File: src/rtl/rr_req_agent_if.sv
// Request/grant bus between the requester agent and the round-robin arbiter.
// The agent drives r and samples g; the arbiter does the opposite.
interface rr_req_agent_if;
  logic [3:0] r;
  logic [3:0] g;

  modport master (output r, input g);
  modport slave  (input r, output g);
endinterface

File: src/rtl/rr_req_agent.sv
// Requester-side agent for a 4-way round-robin arbiter: per-port pending job
// counters drive the request lines; each accepted grant retires one job.
module rr_req_agent #(
  parameter int CNT_W    = 4,
  parameter int MAX_WAIT = 16,
  parameter int WAIT_W   = 5
) (
  input  logic                clk,
  input  logic                reset,
  input  logic [3:0]          inc,
  rr_req_agent_if.master      arb,
  output logic                svc_valid,
  output logic [1:0]          svc_id,
  output logic                pend_any,
  output logic [3:0]          overflow,
  output logic [3:0]          starve,
  output logic                gnt_err
);

  // Bus semantics: r is a level request held while jobs remain; g is a
  // registered grant from the arbiter. A grant is accepted only when it is
  // one-hot and targets a port with pending work; that accepted grant
  // retires exactly one job in the same cycle.

  localparam logic [CNT_W-1:0]  CNT_MAX  = {CNT_W{1'b1}};
  localparam logic [WAIT_W-1:0] WAIT_SAT = WAIT_W'(MAX_WAIT);

  logic [CNT_W-1:0]  pend     [4];
  logic [CNT_W-1:0]  pend_nxt [4];
  logic [WAIT_W-1:0] wcnt     [4];
  logic [WAIT_W-1:0] wcnt_nxt [4];

  logic [3:0] nz;
  logic [3:0] acc;
  logic [3:0] req;
  logic [3:0] ovf_set;
  logic [3:0] stv_set;
  logic       g_onehot;
  logic       err_set;
  logic       svc_nxt;
  logic [1:0] id_nxt;

  assign g_onehot = (arb.g != 4'd0) && ((arb.g & (arb.g - 4'd1)) == 4'd0);
  assign arb.r    = req;
  assign pend_any = |nz;

  always_comb begin
    nz      = '0;
    acc     = '0;
    req     = '0;
    ovf_set = '0;
    stv_set = '0;
    for (int i = 0; i < 4; i++) begin
      pend_nxt[i] = pend[i];
      wcnt_nxt[i] = wcnt[i];
      nz[i]  = (pend[i] != '0);
      acc[i] = arb.g[i] & nz[i] & g_onehot;
      // Lookahead: drop the request in the cycle its last job is granted.
      req[i] = (pend[i] > CNT_W'(1)) | ((pend[i] == CNT_W'(1)) & ~acc[i]);

      case ({inc[i], acc[i]})
        2'b10: begin
          if (pend[i] == CNT_MAX) ovf_set[i] = 1'b1;
          else                    pend_nxt[i] = pend[i] + CNT_W'(1);
        end
        2'b01:   pend_nxt[i] = pend[i] - CNT_W'(1);
        default: pend_nxt[i] = pend[i];
      endcase

      if (!nz[i] || acc[i])        wcnt_nxt[i] = '0;
      else if (wcnt[i] != WAIT_SAT) wcnt_nxt[i] = wcnt[i] + WAIT_W'(1);
      stv_set[i] = (wcnt_nxt[i] == WAIT_SAT);
    end

    err_set = ((arb.g != 4'd0) && !g_onehot) || (g_onehot && ((arb.g & ~nz) != 4'd0));

    svc_nxt = |acc;
    case (acc)
      4'b0010: id_nxt = 2'd1;
      4'b0100: id_nxt = 2'd2;
      4'b1000: id_nxt = 2'd3;
      default: id_nxt = 2'd0;
    endcase
  end

  always_ff @(posedge clk or posedge reset) begin
    if (reset) begin
      for (int i = 0; i < 4; i++) begin
        pend[i] <= '0;
        wcnt[i] <= '0;
      end
      svc_valid <= 1'b0;
      svc_id    <= 2'd0;
      overflow  <= '0;
      starve    <= '0;
      gnt_err   <= 1'b0;
    end else begin
      for (int i = 0; i < 4; i++) begin
        pend[i] <= pend_nxt[i];
        wcnt[i] <= wcnt_nxt[i];
      end
      svc_valid <= svc_nxt;
      if (svc_nxt) svc_id <= id_nxt;
      overflow  <= overflow | ovf_set;
      starve    <= starve | stv_set;
      gnt_err   <= gnt_err | err_set;
    end
  end

endmodule

File: src/flat_wrapper.sv
// flat-port wrapper written by rule: the top's interface ports become plain ports
module rr_req_agent_flat 
#(
  parameter int CNT_W    = 4,
  parameter int MAX_WAIT = 16,
  parameter int WAIT_W   = 5
)
  (clk, reset, inc, svc_valid, svc_id, pend_any, overflow, starve, gnt_err, arb_r, arb_g);
  rr_req_agent_if arb_i ();
  input  logic clk;
  input  logic reset;
  input  logic [3:0] inc;
  output logic svc_valid;
  output logic [1:0] svc_id;
  output logic pend_any;
  output logic [3:0] overflow;
  output logic [3:0] starve;
  output logic gnt_err;
  output wire logic [$bits(arb_i.r)-1:0] arb_r;
  input wire logic [$bits(arb_i.g)-1:0] arb_g;
  assign arb_r = arb_i.r;
  assign arb_i.g = arb_g;
  rr_req_agent #(.CNT_W(CNT_W), .MAX_WAIT(MAX_WAIT), .WAIT_W(WAIT_W)) u_core (.clk(clk), .reset(reset), .inc(inc), .arb(arb_i), .svc_valid(svc_valid), .svc_id(svc_id), .pend_any(pend_any), .overflow(overflow), .starve(starve), .gnt_err(gnt_err));
endmodule
File: config.mk
export PLATFORM = sky130hd
export DESIGN_NAME = rr_req_agent_flat
export DESIGN_NICKNAME = d
export VERILOG_FILES = /design/src/rtl/rr_req_agent_if.sv /design/src/rtl/rr_req_agent.sv /design/src/flat_wrapper.sv
export SDC_FILE = /design/constraint.sdc
export NUM_CORES = 1
export LEC_CHECK = 0
export ABC_AREA = 1
export CELL_PAD_IN_SITES_DETAIL_PLACEMENT = 1
export CELL_PAD_IN_SITES_GLOBAL_PLACEMENT = 1
export CORE_MARGIN = 8
export CORE_UTILIZATION = 35
export CTS_BUF_LIST = sky130_fd_sc_hd__clkbuf_8
export DETAILED_ROUTE_END_ITERATION = 6
export GPL_TIMING_DRIVEN = 0
export PLACE_DENSITY_LB_ADDON = 0.1
export RECOVER_POWER = 100
export SLEW_MARGIN = 30
export SYNTH_ARGS = -nofsm -noshare
export SYNTH_HDL_FRONTEND = slang
export SYNTH_SLANG_ARGS = --single-unit
File: constraint.sdc
create_clock -name clk -period 1.9 [get_ports clk]
set_input_delay 0.38 -clock clk [delete_from_list [all_inputs] [get_ports clk]]
set_output_delay 0.38 -clock clk [all_outputs]
set_load 0.02 [all_outputs]
-- Word level (Yosys, flattened, before mapping)
Cells that the tools add are included.
- flip-flop bits (word level): 48
- input port bits: 10
- output and inout bits: 17
- $add $sub $neg: 13
- order comparisons: 4
- eq/ne operators: 31
- multiplexer cells: 25
- bitwise logic cells: 26
- reductions and logical operators: 30
- operators by type and width (kind ; number):
    two-way mux 5 bit ; 8
    one-hot mux 4 bit (2 select lines) ; 4
    nonzero test 4 bit ; 6
    adder 5 x 1 -> 5 bit (second input constant) ; 4
    equality test 4 bit (second input constant) ; 5
    equality test 5 bit (second input constant) ; 4
    != test 5 bit (second input constant) ; 4
    subtractor 4 x 1 -> 4 bit (second input constant) ; 5
    adder 4 x 1 -> 4 bit (second input constant) ; 4
    equality test 4 x 1 -> 1 bit (second input constant) ; 4
    greater-than comparator 4 x 1 -> 1 bit (second input constant) ; 4
    two-way mux 4 bit ; 4
    AND 1 bit ; 12
    AND 4 bit ; 2
    equality test 2 x 1 -> 1 bit (second input constant) ; 4
    equality test 2 bit (second input constant) ; 4
    two-way mux 1 bit ; 8
    != test 2 bit (second input constant) ; 4
    OR 4 bit ; 2
    AND reduction 2 bit ; 4
    nonzero test 2 bit ; 4
    OR reduction 4 bit ; 2
    one-hot mux 2 bit (3 select lines) ; 1
    zero test 1 bit ; 5
    other kinds (8) ; 21

-- Longest topological paths before layout
Gate-level depths: netlist (run 1).
- word-level depth: 9
- mapped depth: 11
- mapped depth without buffers: 11

-- Worst setup path after synthesis (run 1)
No wires, ideal clock.
- kind: reg2out
- start point: register u_core.pend[0] (netlist bit)
- end point: output pend_any
- data arrival time: 1.508 ns
- data required time: 1.520 ns
- path slack: 0.012 ns
- cell stages (with the launch flop): 5
- cells stage by stage: dfrtp_1 > inv_1 > ha_1 > nand2_1 > or4_1
- word-level cells in the longest chain between the ends: 2
- ends and longest elaborated chain (what ; RTL line ; text):
    start, declared ; rr_req_agent.sv:28 ; logic [CNT_W-1:0] pend [4];
    start signal, assigned by index ; rr_req_agent.sv:99 ; pend[i] <= pend_nxt[i];
    nonzero test 4 bit ; rr_req_agent.sv:56 ; nz[i] = (pend[i] != '0);
    OR reduction 4 bit ; rr_req_agent.sv:45 ; assign pend_any = |nz;
    end, declared ; flat_wrapper.sv:15 ; output logic pend_any;
No other way between the ends.

-- Final worst setup path (run 1)
- start point: register u_core.pend[4] (netlist bit)
- end point: output pend_any
Same word-level chain as after synthesis.

==> results of run 1 <==
[what timing repair did]
| item | 4_1_cts | 5_1_grt |
|---|---|---|
| gates resized for setup | 75 | 11 |
| setup endpoints to repair | 5 | 5 |
| setup buffers | 29 | 15 |
| pin swaps | 15 | 14 |
[stage by stage]
| step | area (um2) | setup slack, ns | power [mW] | cells | utilization [%] |
|---|---|---|---|---|---|
| 6_report | 4130 | -0.209 | 6.51 | 570 | 47.4 |
| 5_1_grt | 4130 | -0.249 | 7.06 | 570 | 47.4 |
| 4_1_cts | 4040 | -0.227 | 6.35 | 555 | 46.4 |
| 3_5_place_dp | 3560 | -0.827 | 4.76 | 520 | 40.9 |
| 3_3_place_gp | 3540 | -0.793 | 4.63 | 519 | 40.6 |
| 2_1_floorplan | 3150 | 0.0120 | 3.89 | 385 | - |
[critical path, stage by stage, from the launching register on]
cell and delay, ns:
dfrtp_2 0.42, inv_2 0.08, ha_4 0.17, nand2_4 0.06, or4_4 0.55, buf_6 0.15
[sequential cells by signal, summed over array words and instances, names as in the netlist]
register	count
u_core.gnt_err	1
u_core.wcnt	20
u_core.starve	4
u_core.svc_valid	1
u_core.svc_id	2
u_core.pend	16
u_core.overflow	4
[kinds of logic (layout without fill, tap and decap cells)]
logic type,Yosys count,count (layout),synth area share (%)
AND/OR/NAND/NOR,204,204,32.4
XOR/XNOR,32,32,9.15
flip-flops,48,48,38.2
AO/OA/AOI/OAI,24,24,5.29
adder cells (fa/ha/maj),20,20,7.96
buffers and inverters,57,134,7.04
[cell type report]
cell class / count / area (um2) / share of cell area, %
inverter: 53 / 201 / 4.87
tap: 108 / 135 / 3.27
clock inverter: 1 / 30.0 / 0.727
multi-input combinational: 280 / 1860 / 44.9
buffer: 2 / 18.8 / 0.454
timing repair buffer: 71 / 584 / 14.1
clock buffer: 7 / 96.3 / 2.33
sequential: 48 / 1210 / 29.3
[layer usage]
metal / part of all wire [%] / GRT usage (%) / vias up
met2: 54 / 25.0 / 22
met1: 43 / 15.0 / 1321
li1: - / - / 1363
met4: 1.0 / 3.42 / 0
met5: 0 / 0 / -
met3: 2.2 / 2.33 / 7
[power breakdown]
part	internal (mW)	switching [mW]	leakage, nW
combinational	1.82	2.10	1.44
sequential	1.43	0.333	0.577
clock	0.465	0.364	0.0645
total	3.71	2.80	2.08
[cells in the final DEF, fill, tap and decap left out, types with 6 or more instances in the layout]
cell             instances
nor2_4                   6
nand3_1                 27
dfrtp_2                  7
nand2_2                 11
nand2_1                 95
nor2_1                  31
xnor2_1                  8
nand2_4                  9
dfrtp_1                 41
ha_1                    16
clkbuf_8                 7
buf_4                   45
nand4_1                  6
xor2_1                  23
inv_1                   38
clkdlybuf4s50_1         16
inv_2                   14
[path summary, 6_finish.rpt]
path | endpoint | slack [ns] | depth (start not counted)
worst max register to register | u_core.pend[3] | -0.02 | 10
max in group asynchronous | u_core.overflow[0] | 0.24 | 3
worst min-delay path | u_core.starve[3] | 0.47 | 2
worst min register to register | u_core.starve[3] | 0.47 | 2
worst max-delay path | pend_any | -0.21 | 5
min in group asynchronous | u_core.pend[0] | 0.75 | 2
==> impl_metrics.csv, run 1 <==
group,metric,value,unit
synthesis,async_reset_ff_share,100,%
floorplanning,fp-row-count,34,
global_routing,antenna_found_initial,0,
outcome,violations,"negative setup slack",
synthesis,ys_types,33,
cts,cts_hold_buf,0,
synthesis,yosysWarnings,0,
worst_hold_path,min_from,"u_core.starve[3]",
global_routing,grt_max_degree,26,
sta,worst_slew_pin_slew,1.01,ns
drt,firstDrtPassIters,6,
cts,htree_levels,2,
synthesis,synth.most_common_cell,"nand2_1",
synthesis,synth.net_count,415,
synthesis,syn_area,3150,um2
sta,slew_viol_final,0,
drt,post_drt_wl_per_cell,14.8,um
worst_setup_path,required,1.52,ns
drt,ant_nets,0,
synthesis,synthCells,385,
sta,min_period,2.11,ns
worst_setup_path,end_kind,"primary output",
sta,setup_viol,7,
pwr,cellPowerDensity,1570,nW/um2
cts,cts.sinks,48,
synthesis,synth-edff-count,0,
drt,routed-via-count,2713,
finish,diodes,0,
floorplanning,start_util,36.1,%
synthesis,synth.avg_cell_area,8.17,um2
worst_setup_path,timing.rr.start,"u_core.pend[3]",
job,max_cap_viol_count,0,
global_routing,grt_use_total,13.3,%
finish,nFillCells,1054,
worst_setup_path,path_class,"register to primary output",
synthesis,synth-seq-cells,48,
worst_hold_path,hold_path_class,"register to register",
placement,place_congestion,0.795,
synthesis,synth-main-ff-cell,"dfrtp_1",
synthesis,synth_area_leaders,"dfrtp_1 (38%), nand2_1 (12%), ha_1 (8.0%)",
floorplanning,boundaryPins,27,
drt,via_per_inst,4.76,
worst_setup_path,worstPathMaxFanout,4,
pwr,leakage,2.08,nW
placement,detailed_place_hpwl,5750,um
sta,fin_ws,-0.209,ns
floorplanning,dieArea,12300,um2
synthesis,synth_common_cells,"nand2_1 (100), dfrtp_1 (48), inv_1 (46)",
placement,io_buffers,26,
synthesis,yosys.area.top_type,"dfrtp_1",
drt,drc,0,
global_routing,first_global_vias,2909,
sta,timing.hold.ws,0.473,ns
floorplanning,die_h,111,um
drt,wirelength,8420,um
floorplanning,die_x,111,um
finish,layout.nets,491,
sta,tns,-0.571,ns
synthesis,yosysSeqAreaShare,38.2,%
cts,root_buffer,"clkbuf_8",
pwr,ir_worst_vdd,0.000518,V
sta,min_period_over_period,111,%
sta,slew_headroom,32.4,%
worst_setup_path,startpoint,"u_core.pend[4]",
finish,area_growth,31.4,%
drt,drt_iter0_markers,51,
cts,path_clk_slew,0.09,ns
cts,cts_buffers,5,
global_routing,grt_overflow_total,0,
floorplanning,core_area,8720,um2
sta,rsz0062_at_grt,"yes",
cts,cts_tree,"yes",
global_routing,grt_pass1_wl,13900,um
synthesis,synth_top_area_share,38.2,%
sta,fmax,474,MHz
worst_setup_path,crit_arrival,1.73,ns
cts,worstSkewPairLatency,0.30,ns
outcome,status,"finished, violations left",
finish,drive_gt1_share,27.5,%
sta,skew,0.00840,ns
sta,finalHoldViolCount,0,
cts,cts_buffer_depth,2,
worst_setup_path,critPathLaunchType,"register",
No activity file was read; power rests on OpenSTA's default activity.
==> run 2: changes to the inputs <==
CAP_MARGIN = 0   (was not set)
CORE_UTILIZATION = 45   (was 35)
==> impl_metrics.csv, run 2 (same netlist as run 1, synthesis figures left out) <==
group,metric,value,unit
finish,final-seq-area,1210,um2
worst_setup_path,crit_arrival,1.70,ns
worst_setup_path,critPathLaunchType,"register",
finish,area_growth,30.5,%
floorplanning,dieArea,9920,um2
global_routing,antenna_found_initial,0,
worst_setup_path,worstPathMaxFanout,2,
sta,worst_slew_pin_slew,0.935,ns
drt,drt_iter0_markers,57,
worst_setup_path,path_class,"register to primary output",
drt,ant_nets,0,
worst_setup_path,cpMaxStageDelayCell,"or4_4",
worst_hold_path,min_from,"u_core.starve[1]",
placement,dp_cells,508,
floorplanning,fp-row-count,30,
pwr,combPwrFrac,62.7,%
global_routing,first_global_vias,2979,
finish,fin_util,60.4,%
cts,root_buffer,"clkbuf_8",
sta,fin_ws,-0.185,ns
pwr,power.share.clock,10.0,%
sta,slew_viol_final,0,
sta,fmax,480,MHz
cts,htree_levels,2,
sta,tns,-0.490,ns
floorplanning,start_util,46.3,%
finish,reg_top3,"u_core.wcnt x20, u_core.pend x16",
worst_setup_path,critical_path.top_delay_family,"simple AND/OR/NAND/NOR gates",
pwr,p_sw,2.85,mW
drt,firstDrtPassIters,4,
drt,post_drt_wl_per_cell,15.2,um
finish,mostFrequentLayoutCell,"nand2_1",
pwr,finalPower,6.40,mW
worst_setup_path,r2r_slack,0.07,ns
placement,detailed_place_hpwl,5430,um
sta,min_period_over_period,110,%
global_routing,grt_pass1_wl,13900,um
finish,drive_gt1_share,28.3,%
cts,cts_buffer_depth,2,
pwr,cellPowerDensity,1560,nW/um2
finish,diodes,0,
finish,layout.nets,489,
pwr,netSwitchingFraction,44.5,%
pwr,ir_worst_vdd,0.000702,V
worst_setup_path,critPathCapture,"pend_any",
worst_setup_path,critical-path-max-stage-delay,0.54,ns
floorplanning,core_area,6790,um2
cts,cts_tree,"yes",
finish,layout_common_cells,"nand2_1 (93), buf_4 (42), dfrtp_1 (41), inv_1 (40), nor2_1 (30)",
global_routing,grt_overflow_total,0,
sta,timing.hold.ws,0.471,ns
sta,rsz0062_at_grt,"yes",
job,max_cap_viol_count,0,
finish,largest_register_ffs,20,
sta,skew,0.0149,ns
drt,wirelength,8450,um
worst_setup_path,end_kind,"primary output",
drt,via_per_inst,4.95,
pwr,leakage,2.08,nW
cts,cts.sinks,48,
finish,multi_input_area,1880,um2
worst_setup_path,crit_chain,"inv_2 > ha_4 > nand2_4 > or4_4 > buf_6",
drt,drc,0,
finish,nFillCells,836,
worst_setup_path,startpoint,"u_core.pend[4]",
cts,worstSkewPairLatency,0.31,ns
worst_hold_path,hold_path_class,"register to register",
sta,slew_headroom,37.6,%
global_routing,grt_max_degree,26,
outcome,violations,"negative setup slack",
cts,path_clk_slew,0.10,ns
drt,routed-via-count,2751,
pwr,p_int,3.56,mW
global_routing,grt_use_total,17.3,%
floorplanning,boundaryPins,27,
worst_setup_path,required,1.52,ns
sta,finalHoldViolCount,0,
finish,finalNonFillerCells,556,
sta,setup_viol,4,
floorplanning,die_x,99.6,um
worst_setup_path,rr_worst_depth,13,
pwr,pwr-share-seq,27.3,%
finish,largest-register,"u_core.wcnt",
worst_setup_path,path_depth,5,
outcome,status,"finished, violations left",
floorplanning,die_h,99.6,um
sta,min_period,2.08,ns
placement,io_buffers,26,
worst_setup_path,reg2reg_to,"u_core.pend[10]",
cts,cts_hold_buf,0,
worst_setup_path,path_buf_inv,2,
worst_setup_path,timing.rr.start,"u_core.pend[10]",
cts,cts_buffers,5,
placement,place_congestion,0.840,
==> run 2: cell count changes in the layout (fill, tap and decap cells not counted), moves of 2 or more <==
cell,change
clkbuf_1,-3
inv_1,+2
buf_4,-3
buf_6,+3
nand2_1,-2
nand2_2,+2
==> run 2: layout make-up <==
cell class              instances  area share [%]
multi-input cells             280            45.7
flip-flops and latches         48            29.5
repair buffers                 68            14.1
inverters                      53            4.85
well taps                      96            2.93
clock buffers                   6            2.01
plain buffers                   3           0.732
clock inverters                 2           0.183
==> run 2: metal layers <==
metal	wire, um	GRT usage (%)	up-vias
met1	3760	19.9	1359
met5	0	0	-
met4	106	4.42	0
met3	201	2.93	10
met2	4380	32.0	28
li1	-	-	1354
==> run 2: worst min path at each step <==
stage,cells after the start,slack [ns],end
floorplan,2,0.46,u_core.pend[15]
global placement,2,0.45,u_core.starve[1]
detailed placement,2,0.46,u_core.starve[1]
CTS,2,0.40,u_core.pend[10]
global route,1,0.51,u_core.overflow[1]
finish,2,0.47,u_core.starve[1]
==> run 2: what timing repair did <==
item / CTS / global route
pin swaps: 12 / 14
setup endpoints to repair: 5 / 5
resized for setup: 73 / 14
setup buffers: 27 / 14
==> run 2: worst min-delay path: stages (launching register included) <==
cell and delay (ns):
dfrtp_1 0.35, inv_1 0.04, nand2_1 0.05
==> run 2: metrics by stage <==
step	area [um2]	worst slack [ns]
floorplan	3150	0.0120
global placement	3530	-0.771
detailed placement	3550	-0.800
CTS	3980	-0.207
global route	4100	-0.223
finish	4100	-0.185
==> run 2: power by group through the flow <==
stage / clock network, mW / registers [mW] / logic, mW
3_5_place_dp: 0 / 1.81 / 2.92
3_3_place_gp: 0 / 1.79 / 2.80
2_1_floorplan: 0 / 1.81 / 2.07
6_report: 0.642 / 1.75 / 4.01
4_1_cts: 0.657 / 1.74 / 3.67
5_1_grt: 0.691 / 1.79 / 4.45
